$ cat config.mk
export PLATFORM = sky130hd
export DESIGN_NAME = fast_field_assembler_flat
export DESIGN_NICKNAME = d
export VERILOG_FILES = /design/src/rtl/fast_field_assembler_if.sv /design/src/rtl/fast_field_assembler.sv /design/src/flat_wrapper.sv
export SDC_FILE = /design/constraint.sdc
export NUM_CORES = 1
export LEC_CHECK = 0
export BUFFER_PORTS_ARGS = -buffer_cell sky130_fd_sc_hd__buf_4
export CAP_MARGIN = 10
export CORE_MARGIN = 1
export CORE_UTILIZATION = 45
export CTS_BUF_LIST = sky130_fd_sc_hd__clkbuf_2 sky130_fd_sc_hd__clkbuf_4 sky130_fd_sc_hd__clkbuf_8
export DETAILED_ROUTE_END_ITERATION = 6
export PLACE_DENSITY = 0.7
export SLEW_MARGIN = 20
export SYNTH_ARGS = -nofsm -noshare
export SYNTH_HDL_FRONTEND = slang
export SYNTH_SLANG_ARGS = --single-unit
$ cat constraint.sdc
create_clock -name axis_aclk -period 6.2 [get_ports axis_aclk]
set_clock_uncertainty 0.15 [all_clocks]
set_input_delay 0.93 -clock axis_aclk [delete_from_list [all_inputs] [get_ports axis_aclk]]
set_output_delay 0.93 -clock axis_aclk [all_outputs]
set_load 0.05 [all_outputs]
$ cat src/rtl/fast_field_assembler_if.sv
// rtl/fast_field_assembler_if.sv - byte-lane input stream and assembled-field output stream bundle
//
// Purpose: carries the stop-bit-delimited FAST byte stream into the assembler
// and the decoded field words out of it.
// Signals:
//   s_axis_tdata/tkeep/tvalid/tlast -> assembler, s_axis_tready <- assembler
//   m_field_tdata/len/overflow/trunc/tlast/tvalid <- assembler, m_field_tready -> assembler
// Modports: master = stream source and field sink, slave = the assembler.
interface fast_field_assembler_if #(
  parameter int C_S_AXIS_DATA_WIDTH = 64,
  parameter int C_M_FIELD_WIDTH     = 64
);
  logic [C_S_AXIS_DATA_WIDTH-1:0]   s_axis_tdata;
  logic [C_S_AXIS_DATA_WIDTH/8-1:0] s_axis_tkeep;
  logic                             s_axis_tvalid;
  logic                             s_axis_tready;
  logic                             s_axis_tlast;
  logic [C_M_FIELD_WIDTH-1:0]       m_field_tdata;
  logic [3:0]                       m_field_len;
  logic                             m_field_overflow;
  logic                             m_field_trunc;
  logic                             m_field_tlast;
  logic                             m_field_tvalid;
  logic                             m_field_tready;

  modport master (
    output s_axis_tdata, s_axis_tkeep, s_axis_tvalid, s_axis_tlast,
    input  s_axis_tready,
    input  m_field_tdata, m_field_len, m_field_overflow, m_field_trunc,
           m_field_tlast, m_field_tvalid,
    output m_field_tready
  );

  modport slave (
    input  s_axis_tdata, s_axis_tkeep, s_axis_tvalid, s_axis_tlast,
    output s_axis_tready,
    output m_field_tdata, m_field_len, m_field_overflow, m_field_trunc,
           m_field_tlast, m_field_tvalid,
    input  m_field_tready
  );
endinterface

$ cat src/rtl/fast_field_assembler.sv
// rtl/fast_field_assembler.sv - FAST stop-bit field assembler (7-bit groups -> field words)
//
// Purpose: walks the kept byte lanes of each accepted beat one per cycle,
// concatenates the 7-bit payload groups MSB-first and emits one field word
// per stop byte, flagging oversize and packet-truncated fields.
// Ports:
//   axis_aclk        clock
//   axis_resetn      asynchronous active-low reset
//   bus              fast_field_assembler_if.slave (s_axis_* in, m_field_* out)
//   stat_field_count number of fields handed off downstream (wraps)
module fast_field_assembler #(
  parameter int C_S_AXIS_DATA_WIDTH = 64,
  parameter int MAX_FIELD_BYTES     = 9,
  parameter int C_M_FIELD_WIDTH     = 64
) (
  input  logic                  axis_aclk,
  input  logic                  axis_resetn,
  fast_field_assembler_if.slave bus,
  output logic [31:0]           stat_field_count
);
  localparam int         ACC_W   = 7 * MAX_FIELD_BYTES;
  localparam logic [3:0] MAX_CNT = 4'(MAX_FIELD_BYTES);

  // TRUNC is the extra cycle used to flush a partial field at packet end.
  typedef enum logic [1:0] {IDLE, SCAN, DISCARD, TRUNC} state_t;

  state_t                         state;
  logic [C_S_AXIS_DATA_WIDTH-1:0] beat_data;
  logic [7:0]                     beat_keep;
  logic                           beat_last;
  logic [2:0]                     idx;
  logic [ACC_W-1:0]               acc;
  logic [3:0]                     cnt;
  // Overflow discard still open when a beat ran out without tlast.
  logic                           drop_pending;

  logic                       o_valid, o_ovf, o_trunc, o_last;
  logic [C_M_FIELD_WIDTH-1:0] o_data;
  logic [3:0]                 o_len;
  logic [31:0]                field_count;

  logic [7:0]       avail, rest;
  logic [2:0]       cur_lane;
  logic [7:0]       cur_byte;
  logic             more, stall, is_stop, is_ovf;
  logic [ACC_W-1:0] acc_next;
  logic [3:0]       cnt_next;

  function automatic logic [C_M_FIELD_WIDTH-1:0] zext(input logic [ACC_W-1:0] v);
    logic [C_M_FIELD_WIDTH-1:0] r;
    r = '0;
    r[ACC_W-1:0] = v;
    return r;
  endfunction

  // Lowest kept lane at or above idx; unkept lanes cost no cycles.
  // 'more' tells whether a kept lane remains after the current one, so the
  // beat is known to be exhausted on the same cycle its last byte is used.
  always_comb begin
    avail    = beat_keep & (8'hff << idx);
    cur_lane = '0;
    for (int i = 7; i >= 0; i--) begin
      if (avail[i]) cur_lane = 3'(i);
    end
    rest     = avail & (8'hfe << cur_lane);
    more     = |rest;
    cur_byte = beat_data[{cur_lane, 3'b000} +: 8];
    acc_next = (acc << 7) | ACC_W'(cur_byte[6:0]);
    cnt_next = cnt + 4'd1;
    is_stop  = cur_byte[7];
    is_ovf   = !cur_byte[7] && (cnt_next == MAX_CNT);
  end

  assign stall = o_valid && !bus.m_field_tready;

  always_ff @(posedge axis_aclk or negedge axis_resetn) begin
    if (!axis_resetn) begin
      state        <= IDLE;
      beat_data    <= '0;
      beat_keep    <= '0;
      beat_last    <= 1'b0;
      idx          <= '0;
      acc          <= '0;
      cnt          <= '0;
      drop_pending <= 1'b0;
      o_valid      <= 1'b0;
      o_data       <= '0;
      o_len        <= '0;
      o_ovf        <= 1'b0;
      o_trunc      <= 1'b0;
      o_last       <= 1'b0;
      field_count  <= '0;
    end else begin
      // Drain first; a load below on the same edge takes precedence.
      if (o_valid && bus.m_field_tready) begin
        o_valid     <= 1'b0;
        field_count <= field_count + 32'd1;
      end
      case (state)
        IDLE: begin
          if (bus.s_axis_tvalid) begin
            beat_data <= bus.s_axis_tdata;
            beat_keep <= bus.s_axis_tkeep;
            beat_last <= bus.s_axis_tlast;
            idx       <= '0;
            if (bus.s_axis_tkeep == 8'h00) begin
              // Empty beat: only its tlast matters. cnt is always 0 while
              // a discard is pending, so no separate check is needed.
              if (bus.s_axis_tlast) begin
                drop_pending <= 1'b0;
                if (cnt != 4'd0) state <= TRUNC;
              end
            end else begin
              state <= drop_pending ? DISCARD : SCAN;
            end
          end
        end
        SCAN: begin
          if (!stall) begin
            if (is_stop || is_ovf) begin
              o_valid <= 1'b1;
              o_data  <= zext(acc_next);
              o_len   <= cnt_next;
              o_ovf   <= is_ovf;
              o_trunc <= 1'b0;
              o_last  <= beat_last && !more;
              acc     <= '0;
              cnt     <= '0;
            end else begin
              acc <= acc_next;
              cnt <= cnt_next;
            end
            if (more) begin
              idx   <= cur_lane + 3'd1;
              state <= is_ovf ? DISCARD : SCAN;
            end else if (is_ovf) begin
              drop_pending <= !beat_last;
              state        <= IDLE;
            end else if (beat_last && !is_stop) begin
              state <= TRUNC;
            end else begin
              state <= IDLE;
            end
          end
        end
        DISCARD: begin
          if (!stall) begin
            if (more) idx <= cur_lane + 3'd1;
            if (is_stop) begin
              drop_pending <= 1'b0;
              state        <= more ? SCAN : IDLE;
            end else if (!more) begin
              drop_pending <= !beat_last;
              state        <= IDLE;
            end
          end
        end
        TRUNC: begin
          if (!stall) begin
            o_valid <= 1'b1;
            o_data  <= zext(acc);
            o_len   <= cnt;
            o_ovf   <= 1'b0;
            o_trunc <= 1'b1;
            o_last  <= 1'b1;
            acc     <= '0;
            cnt     <= '0;
            state   <= IDLE;
          end
        end
        default: state <= IDLE;
      endcase
    end
  end

  assign bus.s_axis_tready    = (state == IDLE) && axis_resetn;
  assign bus.m_field_tvalid   = o_valid;
  assign bus.m_field_tdata    = o_data;
  assign bus.m_field_len      = o_len;
  assign bus.m_field_overflow = o_ovf;
  assign bus.m_field_trunc    = o_trunc;
  assign bus.m_field_tlast    = o_last;
  assign stat_field_count     = field_count;
endmodule

$ cat src/flat_wrapper.sv
// flat-port wrapper written by rule: the top's interface ports become plain ports
module fast_field_assembler_flat 
#(
  parameter int C_S_AXIS_DATA_WIDTH = 64,
  parameter int MAX_FIELD_BYTES     = 9,
  parameter int C_M_FIELD_WIDTH     = 64
)
  (axis_aclk, axis_resetn, stat_field_count, bus_s_axis_tdata, bus_s_axis_tkeep, bus_s_axis_tvalid, bus_s_axis_tlast, bus_s_axis_tready, bus_m_field_tdata, bus_m_field_len, bus_m_field_overflow, bus_m_field_trunc, bus_m_field_tlast, bus_m_field_tvalid, bus_m_field_tready);
  fast_field_assembler_if #(.C_S_AXIS_DATA_WIDTH(C_S_AXIS_DATA_WIDTH), .C_M_FIELD_WIDTH(C_M_FIELD_WIDTH)) bus_i ();
  input  logic axis_aclk;
  input  logic axis_resetn;
  output logic [31:0] stat_field_count;
  input wire logic [$bits(bus_i.s_axis_tdata)-1:0] bus_s_axis_tdata;
  input wire logic [$bits(bus_i.s_axis_tkeep)-1:0] bus_s_axis_tkeep;
  input wire logic [$bits(bus_i.s_axis_tvalid)-1:0] bus_s_axis_tvalid;
  input wire logic [$bits(bus_i.s_axis_tlast)-1:0] bus_s_axis_tlast;
  output wire logic [$bits(bus_i.s_axis_tready)-1:0] bus_s_axis_tready;
  output wire logic [$bits(bus_i.m_field_tdata)-1:0] bus_m_field_tdata;
  output wire logic [$bits(bus_i.m_field_len)-1:0] bus_m_field_len;
  output wire logic [$bits(bus_i.m_field_overflow)-1:0] bus_m_field_overflow;
  output wire logic [$bits(bus_i.m_field_trunc)-1:0] bus_m_field_trunc;
  output wire logic [$bits(bus_i.m_field_tlast)-1:0] bus_m_field_tlast;
  output wire logic [$bits(bus_i.m_field_tvalid)-1:0] bus_m_field_tvalid;
  input wire logic [$bits(bus_i.m_field_tready)-1:0] bus_m_field_tready;
  assign bus_i.s_axis_tdata = bus_s_axis_tdata;
  assign bus_i.s_axis_tkeep = bus_s_axis_tkeep;
  assign bus_i.s_axis_tvalid = bus_s_axis_tvalid;
  assign bus_i.s_axis_tlast = bus_s_axis_tlast;
  assign bus_s_axis_tready = bus_i.s_axis_tready;
  assign bus_m_field_tdata = bus_i.m_field_tdata;
  assign bus_m_field_len = bus_i.m_field_len;
  assign bus_m_field_overflow = bus_i.m_field_overflow;
  assign bus_m_field_trunc = bus_i.m_field_trunc;
  assign bus_m_field_tlast = bus_i.m_field_tlast;
  assign bus_m_field_tvalid = bus_i.m_field_tvalid;
  assign bus_i.m_field_tready = bus_m_field_tready;
  fast_field_assembler #(.C_S_AXIS_DATA_WIDTH(C_S_AXIS_DATA_WIDTH), .MAX_FIELD_BYTES(MAX_FIELD_BYTES), .C_M_FIELD_WIDTH(C_M_FIELD_WIDTH)) u_core (.axis_aclk(axis_aclk), .axis_resetn(axis_resetn), .bus(bus_i), .stat_field_count(stat_field_count));
endmodule
# Yosys cells after proc, flatten, opt, wreduce, memory -nomap -nowiden
# Cells that the tools add are included.
# word_totals
output_inout_bits	105
reg_bits	250
inputBits	77
# op_classes
reduce_logical	25
bitwise_logic	3
n_eq_ne	18
mux	70
shift	3
addsub	3
# ops
operator	count
$mux 64	3
$mux 63	3
$pmux 64 s2	1
$pmux 63 s2	1
$shiftx 64x7->8	1
$or 63x7->63	1
$mux 3	11
$add 32x1->32 const B	1
$mux 2	14
$mux 4	6
$mux 1	22
$and 8x8->8	2
$pmux 4 s2	2
$shl 8x3->8 const A	2
$ne 2x2->1 const B	7
$reduce_and 9->1	1
$logic_not 8->1	1
$ne 2x1->1 const B	4
$pmux 1 s2	4
$pmux 2 s4	1
$reduce_and 4->1	2
$reduce_or 8->1	1
$reduce_and 7->1	1
$logic_and 1x1->1	6
other kinds (18)	24

# Longest topological paths before layout
# depth
ltp_word	18
ltp_mapped	16
depth_no_buf	13

# Worst setup path before layout
# No wires, ideal clock.
# synth_path
kind	register to register
startpoint	reg u_core.idx[1]
endpoint	reg u_core.drop_pending
slack_ns	1.743
t_arrival_ns	4.182
n_path_buf	3
period_less_slack_ns	4.457
stages_incl_launch_ff	17
path_cell_list	dfrtp_1 buf_2 a21boi_0 o21a_1 o21ba_2 nor2_1 clkbuf_1 clkbuf_1 ha_1 inv_1 a32o_1 a2111oi_0 o221ai_1 and3_1 a221o_1 a2111oi_0 mux2_2
# synth_via
elab_chain_len	15
word_cells_on_any_way	23
classes_between	3 x eq/ne; 3 x shift; 11 x mux; 2 x bitwise; 4 x reduce/logical
# synth_lines
element	line_no	source
start: declaration	fast_field_assembler.sv:31	logic [2:0] idx;
start signal: assignment	fast_field_assembler.sv:134	idx <= cur_lane + 3'd1;
start signal: assignment	fast_field_assembler.sv:148	if (more) idx <= cur_lane + 3'd1;
$shl 8x3->8 (*)	fast_field_assembler.sv:60	avail = beat_keep & (8'hff << idx);
$and 8x8->8 (*)	fast_field_assembler.sv:60	
$mux 3 (8 in a row)	fast_field_assembler.sv:63	if (avail[i]) cur_lane = 3'(i);
$shiftx 64x7->8 or $shl 8x3->8 (tied branches)	fast_field_assembler.sv:67, fast_field_assembler.sv:65	
$logic_not 1->1 or $and 8x8->8 (tied branches)	fast_field_assembler.sv:71, fast_field_assembler.sv:65	
$logic_and 1x1->1 or $reduce_or 8->1 (tied branches)	fast_field_assembler.sv:71, fast_field_assembler.sv:66	
$ne 2x1->1 (no line) (tied with other cells)	n/a	
$reduce_and 9->1 (no line)	n/a	
end signal: assignment	fast_field_assembler.sv:137	drop_pending <= !beat_last;
end signal: assignment	fast_field_assembler.sv:153	drop_pending <= !beat_last;
end: declaration	fast_field_assembler.sv:35	logic drop_pending;
# Mark *: on every way between the ends. The rest lies on a longest branch, timed or not. The select of a mux whose other input is x is not followed.
# A chain may end at the register's enable or synchronous reset.

# Worst setup path after layout
# Ends and elaborated chain as after synthesis.

==> impl_metrics.toml <==
[layout]
n_antenna_cell = 0
final_common_cell = "dfrtp_1"
nets = 1162
fin_area_um2 = 13800
finalNonFillerCells = 1419
fillCellCount = 2118
area_delta_synth_final_pct = 21.3
final_cell_mix = "249 x dfrtp_1, 190 x buf_4, 140 x mux2_2"
drive_above_1_share_pct = 37.4
final_core_util_pct = 56.1

[worst_setup_path]
reg2reg_slack_ps = 1240
cp-startpoint = "u_core.idx[1]"
r2r_start = "u_core.idx[1]"
cp-start-kind = "flop"
cp_common_cell = "a2111oi_0"
slowest_delay_ps = 470
required_ps = 6470
slowest_stage = "dfrtp_1"
crit_type = "flop to flop"
critPathTopFamily = "compound AO/OA/AOI/OAI gates"
cp-endpoint = "u_core.drop_pending"
cp_num_cells = 13
worstPathMaxFanout = 33
crit_chain = "a21boi_0 -> o21a_1 -> o21ba_2 -> nor2_2 -> inv_1 -> ha_1 -> a32o_1 -> a2111oi_0 -> o221ai_1 -> and3_1 -> a221o_1 -> a2111oi_0 -> mux2_2"
cp.arrival_ps = 5230
crit_buf_inv = 1
end_kind = "flop"
reg2reg_depth = 13
regToRegEndpoint = "u_core.drop_pending"

[clock_network]
clockBufferDepth = 3
cts.clk_slew.worst_paths_ps = 60
cts_resized = 0
numCtsBuffers = 43
holdBufCountCts = 0
cts.sinks = 249
cts_tree = "built"
postCtsSetupRepairBufs = 0
root_buffer = "clkbuf_8"
cts-htree-levels = 2
clock_insertion_delay_worst_skew_ps = 540

[sta]
finalCriticalPeriod_ps = 4960
final_max_slew_viol_count = 0
max_slew.worst_pin.slew_ps = 997
setup_violations = 0
timing.final.ws_setup_ps = 1240
fmax_mhz = 202
rsz0062_at_grt = "no"
whs_ps = 145
finalHoldViolations = 0
finalSetupTns_ps = 0
fin_crit_sh_pct = 80.0
maxSlewHeadroom_pct = 33.4

[logic_synthesis]
ys_seq_area_share_pct = 54.9
avgSynthCellArea_um2 = 12.7
synth-edff-count = 0
ys_seq_elements = 249
synthDistinctLibCells = 61
synth_adder_area_share_pct = 1.10
synthMuxAreaShare_pct = 20.3
synth_area_leaders = "dfrtp_1 55%, mux2_2 14%, mux2_1 6.0%"
syn_inst = 892
synth-compound-area-share_pct = 11.7
synthFlopType = "dfrtp_1"
synthesis.area_um2 = 11300
netlist.top_cell.by_area = "dfrtp_1"
synth_fp_nets = 979
ys_async_sr_fraction_pct = 100
synth-xor-area-share_pct = 2.70
synth_top_family_by_area = "multiplexers"
synthSimpleGateAreaFrac_pct = 6.27
ys_warn_count = 0
synth_top_area_share_pct = 54.9

[min_path]
worstHoldPathType = "input pin to async pin"

[detailed_routing]
remaining_drc_errors = 0
first_iter_violations = 463
firstDrtPassIters = 4
wl_um = 25300
wl_per_cell_um = 17.9
viasPerCell = 5.42
antenna_left = 0
vias = 7695

[placed_design]
dp_slack_ps = 1370
post_dp_cell_area_um2 = 12900
routabilityCongestion = 0.834
dp.cells = 1354
port_buffers = 180
dpl.hpwl_um = 16800

[floorplanning]
initial_core_util_pct = 46.3
fp-row-count = 57
die_w_um = 161
fp.dieH_um = 161
ios = 182
core_area_um2 = 24500
dieArea_um2 = 25900

[job]
drv_cap = 0

[global_route]
use_met3_pct = 3.43
grt_pass1_vias = 7986
overflow = 0
grt_use_met1_pct = 27.7
track_usage_pct = 20.1
grt_pass1_wl_um = 41900
grt-busiest-layer = "met2"
met2_usage_pct = 32.1
grt_max_degree = 74
antenna_found_initial = 0

[power_and_ir_drop]
finalPower_mw = 7.71
power.density_nw_per_um2 = 560
p_leak_nw = 6.69
vdd_ir_drop_max_mv = 0.357

[outcome]
run_status = "finished, final reports clean"
flip-flops by register name (all words and copies together), names as in the netlist, 2 cells and up:
signal	flops
u_core.stat_field_count	32
u_core.beat_keep	8
u_core.state	2
u_core.bus.m_field_tdata	63
u_core.beat_data	64
u_core.idx	3
u_core.acc	63
u_core.bus.m_field_len	4
u_core.cnt	4
report_power, final:
part           switching (mW)  internal, mW  total [mW]
clock network           0.624         0.835        1.46
logic                    2.23          1.45        3.68
registers               0.412          2.16        2.58
total                    3.26          4.45        7.71
synthesized netlist by cell type (10+ instances only):
library cell  count
a22o_1           64
nor2_1           26
o21ai_0          10
dfrtp_1         249
a31oi_1          10
a221o_1          15
clkbuf_1         33
nand2_1          68
inv_1            15
nand3_1          20
ha_1             10
and3_1           10
xnor2_1          26
mux2_1           60
a21oi_1          32
mux2_2          140
metal layers:
layer  up-vias  share of wire [%]
met1      3804                 45
li1       3612                  -
met2       232                 47
met5         -                  0
met3        47                5.5
met4         0                2.6
final cells by class:
class	count	area, µm²	share of cell area, %
Timing Repair Buffer	191	1440	10.5
Tap cell	324	405	2.95
Inverter	16	60.1	0.436
Clock buffer	62	778	5.65
Sequential cell	249	6230	45.3
Clock inverter	3	46.3	0.336
Multi-Input combinational cell	574	4800	34.9
worst min path at each step:
stage                     cells past startpoint                          end  slack (ps)
after floorplan                               1               u_core.acc[56]         320
after global placement                        1  u_core.stat_field_count[31]         310
after detailed placement                      1  u_core.stat_field_count[31]         310
after CTS                                     1               u_core.acc[35]         140
after global routing                          1               u_core.acc[35]         160
final                                         1               u_core.acc[35]         140
worst reg2reg max path: stages, from the launching register on:
cell       delay [ps]
dfrtp_1           470
a21boi_0          260
o21a_1            270
o21ba_2           220
nor2_2             90
inv_1             430
ha_1              400
a32o_1            240
a2111oi_0         440
o221ai_1          340
and3_1            290
a221o_1           420
a2111oi_0         430
mux2_2            380
cells by family (layout without fill, tap and decap cells):
family,after synthesis,after routing
AOI/OAI and AO/OA,169,169
xor gates and xnor gates,35,35
adders and majority gates,10,10
buffers and inverters,69,272
DFF,249,249
muxes,205,205
other,1,1
and+or+nand+nor,154,154
Power figures use the tool's default switching activity.
